[config.mk]
export PLATFORM = sky130hd
export DESIGN_NAME = ifetch_stage
export DESIGN_NICKNAME = d
export VERILOG_FILES = /design/src/rtl/ifetch_stage.sv
export SDC_FILE = /design/constraint.sdc
export NUM_CORES = 1
export LEC_CHECK = 0
export ABC_AREA = 1
export BUFFER_PORTS_ARGS = -buffer_cell sky130_fd_sc_hd__buf_2
export CORE_MARGIN = 2
export CORE_UTILIZATION = 45
export DETAILED_ROUTE_END_ITERATION = 6
export MAX_ROUTING_LAYER = met4
export PLACE_DENSITY = 0.73
export SLEW_MARGIN = 20
export SYNTH_ARGS = -nofsm -noshare
export SYNTH_HDL_FRONTEND = slang
export SYNTH_SLANG_ARGS = --single-unit
[constraint.sdc]
create_clock -name clk -period 1.9 [get_ports clk]
set_clock_uncertainty 0.05 [all_clocks]
set_input_delay 0.38 -clock clk [delete_from_list [all_inputs] [get_ports clk]]
set_output_delay 0.38 -clock clk [all_outputs]
set_load 0.05 [all_outputs]
[src/rtl/ifetch_stage.sv]
// Instruction-fetch stage: takes a PC, performs one variable-latency imem read and
// hands {instr, pc, pc+4, fault} to decode over a valid/ready handshake.
module ifetch_stage #(
  parameter int unsigned TIMEOUT   = 16,
  parameter logic [31:0] NOP_INSTR = 32'h00000000
) (
  input  logic        clk,
  input  logic        reset,
  input  logic [31:0] pc,
  input  logic        pc_valid,
  output logic        fetch_ready,
  input  logic        flush,
  output logic        imem_req,
  output logic [31:0] imem_addr,
  input  logic        imem_rvalid,
  input  logic [31:0] imem_rdata,
  output logic        instr_valid,
  output logic [31:0] instr,
  output logic [31:0] instr_pc,
  output logic [31:0] instr_pcplus4,
  output logic [1:0]  instr_fault,
  input  logic        decode_ready
);

  typedef enum logic [1:0] {
    S_IDLE = 2'd0,
    S_WAIT = 2'd1,
    S_OUT  = 2'd2
  } state_t;

  localparam logic [7:0] LAST_CNT = 8'(TIMEOUT - 1);

  state_t     state;
  state_t     state_next;
  logic [7:0] wait_cnt;
  logic       drop;
  logic       accept;
  logic       aligned;
  logic       kill;
  logic       resp_done;

  // Handshake decode and next-state selection
  always_comb begin
    fetch_ready = 1'b0;
    state_next  = state;
    if (flush) begin
      fetch_ready = 1'b0;
    end else if (state == S_IDLE) begin
      fetch_ready = 1'b1;
    end else if ((state == S_OUT) && decode_ready) begin
      fetch_ready = 1'b1;
    end else begin
      fetch_ready = 1'b0;
    end
    accept    = fetch_ready & pc_valid;
    aligned   = (pc[1:0] == 2'b00);
    // A flush arriving together with the response still discards it
    kill      = drop | flush;
    resp_done = imem_rvalid | (wait_cnt == LAST_CNT);
    case (state)
      S_IDLE: begin
        if (accept) begin
          state_next = aligned ? S_WAIT : S_OUT;
        end else begin
          state_next = S_IDLE;
        end
      end
      S_WAIT: begin
        if (resp_done) begin
          state_next = kill ? S_IDLE : S_OUT;
        end else begin
          state_next = S_WAIT;
        end
      end
      S_OUT: begin
        if (flush) begin
          state_next = S_IDLE;
        end else if (accept) begin
          state_next = aligned ? S_WAIT : S_OUT;
        end else if (decode_ready) begin
          state_next = S_IDLE;
        end else begin
          state_next = S_OUT;
        end
      end
      default: state_next = S_IDLE;
    endcase
  end

  // State register
  always_ff @(posedge clk) begin
    if (reset) begin
      state <= S_IDLE;
    end else begin
      state <= state_next;
    end
  end

  // Request, timeout tracking and decode-facing output registers
  always_ff @(posedge clk) begin
    if (reset) begin
      imem_req      <= 1'b0;
      imem_addr     <= 32'h00000000;
      instr_valid   <= 1'b0;
      instr         <= NOP_INSTR;
      instr_pc      <= 32'h00000000;
      instr_pcplus4 <= 32'h00000004;
      instr_fault   <= 2'b00;
      drop          <= 1'b0;
      wait_cnt      <= 8'd0;
    end else begin
      imem_req    <= accept & aligned;
      instr_valid <= (state_next == S_OUT);
      if (accept) begin
        instr_pc      <= pc;
        instr_pcplus4 <= pc + 32'd4;
        if (aligned) begin
          imem_addr <= pc;
          wait_cnt  <= 8'd0;
          drop      <= 1'b0;
        end else begin
          instr       <= NOP_INSTR;
          instr_fault <= 2'b01;
        end
      end
      if (state == S_WAIT) begin
        if (resp_done) begin
          drop <= 1'b0;
          if (!kill) begin
            instr       <= imem_rvalid ? imem_rdata : NOP_INSTR;
            instr_fault <= imem_rvalid ? 2'b00 : 2'b10;
          end
        end else begin
          wait_cnt <= wait_cnt + 8'd1;
          if (flush) begin
            drop <= 1'b1;
          end
        end
      end
    end
  end

endmodule
==> Implementation_results.wiki <==
{| class="wikitable"
! Metric !! Value
|-
| Status || complete, no violations
|-
| CP Capture Type || output pin
|-
| Die boundary width || 120 µm
|-
| Nature of the critical path startpoint || flop
|-
| Via density || 5.03
|-
| Final Core Density || 59.3%
|-
| Per-instance average area after synthesis || 7.27 µm²
|-
| Number of placement rows || 42
|-
| Cell area after placement || 7240 µm²
|-
| Number of cells in the finished layout apart from fillers || 1209
|-
| Total number of H-tree levels || 4
|-
| Synth warnings || 0
|-
| Post-CTS repair timing setup buffer count || 0
|-
| Area of the core || 13100 µm²
|-
| First drt pass iteration count || 5
|-
| Worst hold path class || in -> reg
|-
| Area of the die || 14300 µm²
|-
| Number of nets in the synthesized netlist || 901
|-
| Yosys reg bits || 141
|-
| Largest fanout on the critical path || 3
|-
| Syn Std Cell Area || 6030 µm²
|-
| CP startpoint || state[0]
|-
| Worst-path cell with the longest stage delay || dfxtp_1
|-
| Post-Route Setup TNS || 0 ns
|-
| Via count of the first global-routing pass || 5756
|-
| Signed area change from the synthesized netlist to the final layout || 29.3%
|-
| Leakage || 3.57 nW
|-
| Maximum number of buffers from clock root to sink || 2
|-
| Pin count of the biggest net entering global routing || 93
|-
| Worst rel slew slack || 70.7%
|-
| Library cell used as clock root buffer || clkbuf_16
|-
| Proportion of synthesized chip area in sequential cells || 46.8%
|-
| Post-detailed-route wirelength per cell || 14.3 µm
|-
| Maximum clock frequency || 0.586 GHz
|-
| Final critical-path share of the clock period || 89.8%
|-
| Count of cell types in the netlist || 34
|-
| Data arrival, critical path || 1.28 ns
|-
| CTS tree || built
|-
| Final hold viol count || 0
|-
| Total wire length || 17300 µm
|-
| Total power density per cell area || 911 nW/µm²
|-
| Hold bufs inserted after CTS || 0
|-
| Worst-case reg-to-reg path depth || 7
|-
| Hold Crit Depth || 3
|-
| Number of cells produced by synthesis || 829
|-
| Max-cap violations || 0
|-
| Unrepaired setup endpoints after global routing || no
|-
| Count of nets after finishing || 1092
|-
| Launch point of the worst reg-to-reg path || state[0]
|-
| Endpoint of the worst hold-timing path || instr[29]
|-
| Ports placed on the boundary || 203
|-
| Global-route total usage across every layer || 25.4%
|-
| Post-detailed-route count of antenna-violating nets || 0
|-
| Final critical-path required period || 1.71 ns
|-
| DP Cell Count || 1177
|-
| Detailed placer's ending HPWL || 12500 µm
|-
| Biggest cell delay along the critical path || 0.33 ns
|-
| Insertion delay of the later-clocked pin in the worst-skew pair || 0.41 ns
|-
| Post-layout instance area || 7790 µm²
|-
| Worst Tran Pin Value || 0.439 ns
|-
| Hold Path Origin || imem_rdata[29]
|-
| Via Count || 6084
|-
| Max-slew violations || 0
|-
| Worst R2R End || instr[28]
|-
| Data required time at the worst endpoint || 1.47 ns
|-
| Total of fill cells in the finished design || 1254
|-
| Fraction of layout instances using a drive strength above 1 || 26.7%
|-
| Effective utilization at floorplan || 45.9%
|-
| IO Port Bufs || 202
|-
| Global placement routability congestion || 0.868
|-
| DRC viols || 0
|-
| R2R setup slack || 0.27 ns
|-
| Cell-by-cell listing of the critical path || nor2_4 -> nand2_1 -> inv_1 -> buf_2
|-
| Quantity of gates resized following cts || 0
|-
| Total clock sinks || 141
|-
| Worst vdd ir || 660 µV
|-
| Violation count after the first detailed-routing iteration || 326
|-
| Total clock buffers created by CTS || 17
|-
| Path type of the worst setup path || reg -> out
|-
| Multi-input gate area in the final layout || 2770 µm²
|-
| Grt ovf || 0
|-
| Number of setup violations in the final report || 0
|-
| Die Y-Extent || 120 µm
|-
| First-pass GRT wire length || 28400 µm
|-
| Total area of sequential cells || 2820 µm²
|-
| Number of antenna violations at the first check in global routing || 1
|-
| Clk slew on worst S/H paths || 0.06 ns
|}
-- power by group --
group / internal (mW) / switching (mW)
Sequential: 3.05 / 0.0460
Combinational: 0.248 / 0.701
Clock: 1.81 / 1.24
-- layout make-up --
class / instances / share of cell area (%)
sequential: 141 / 36.2
multi-input combinational: 592 / 35.6
timing repair buffer: 220 / 16.0
clock buffer: 19 / 5.69
tap: 176 / 2.83
inverter: 48 / 2.31
clock inverter: 12 / 1.27
antenna: 1 / 0.0321
-- per-stage QoR --
| stage | setup slack, ns | hold WS [ns] | power, mW |
|---|---|---|---|
| 2_1_floorplan | 0.389 | 0.397 | 3.79 |
| 3_3_place_gp | 0.0988 | 0.390 | 4.10 |
| 3_5_place_dp | 0.0905 | 0.383 | 4.11 |
| 4_1_cts | 0.168 | 0.146 | 7.16 |
| 5_1_grt | 0.112 | 0.158 | 7.36 |
| 6_report | 0.193 | 0.165 | 7.09 |
-- cell families (layout without fill, tap and decap cells) --
logic type	after synthesis	after routing	synth area share [%]
AOI/OAI and AO/OA	141	141	12.6
xor gates and xnor gates	9	9	1.31
adders and majority gates	2	2	0.415
buffers and inverters	96	299	7.29
DFF	141	141	46.8
other	0	1	0
and+or+nand+nor	440	440	31.5
-- worst max path at each step --
stage / endpoint / slack, ns
6_report: fetch_ready / 0.19
5_1_grt: fetch_ready / 0.11
4_1_cts: fetch_ready / 0.17
3_5_place_dp: instr[23] / 0.09
3_3_place_gp: instr[29] / 0.1
2_1_floorplan: instr[12] / 0.39
-- flip-flops by register name, indices dropped and copies added (netlist names), 2 cells and up --
name	count
state	2
instr_fault	2
instr_pcplus4	30
imem_addr	32
wait_cnt	8
instr_pc	32
instr	32
-- placed cells by master (no fill, tap or decap), drive strengths merged --
cell type,netlist,routed
nor2,74,74
or2,2,2
diode,0,1
a31oi,7,7
inv,48,48
o21ai,37,37
xor2,7,7
buf,32,220
o21a,6,6
a22oi,1,1
clkinv,0,7
ha,2,2
xnor2,2,2
clkinvlp,0,4
o211ai,3,3
bufinv,0,1
a21oi,86,86
o211a,1,1
clkbuf,16,19
nor4,2,2
nand2,253,253
dfxtp,141,141
nand3,102,102
nor3,2,2
nand4,5,5
-- cells in the mapped netlist --
master	n	share of area [%]
xnor2_1	2	0.29
a21oi_1	86	7.1
nand2_1	250	16
xor2_1	7	1.0
nand2_2	3	0.31
buf_4	9	1.1
ha_1	2	0.42
buf_1	2	0.12
o21ai_4	1	0.27
nor2_2	7	0.73
buf_6	3	0.56
o211a_1	1	0.17
inv_2	4	0.25
nor2_4	3	0.56
nor3_1	2	0.17
nand3_2	2	0.33
o211ai_1	2	0.25
clkbuf_1	16	1.0
nand4_1	5	0.52
or2_2	1	0.10
o21ai_1	21	1.7
buf_2	18	1.5
inv_1	44	2.7
dfxtp_1	141	47
nand3_1	98	8.1
o211ai_2	1	0.21
a31oi_1	7	0.73
nor4_2	2	0.42
o21ai_0	15	1.2
nand3_4	2	0.58
a22oi_1	1	0.12
or2_1	1	0.10
o21a_1	6	0.75
nor2_1	64	4.0
-- critical path: cells and delay by family, from the launching register on --
kind                   cells  cell delay, ns
and+or+nand+nor            2            0.23
DFF                        1            0.33
buffers and inverters      2            0.30
-- metal layers --
metal  vias up  part of all wire [%]  GRT usage, %
met5         -                     0             -
met3        28                   6.6          6.23
met1      2762                    45          32.1
li1       3079                     -             -
met4         0                   1.8          7.79
met2       215                    47          40.4
Power figures use the tool's default switching activity.
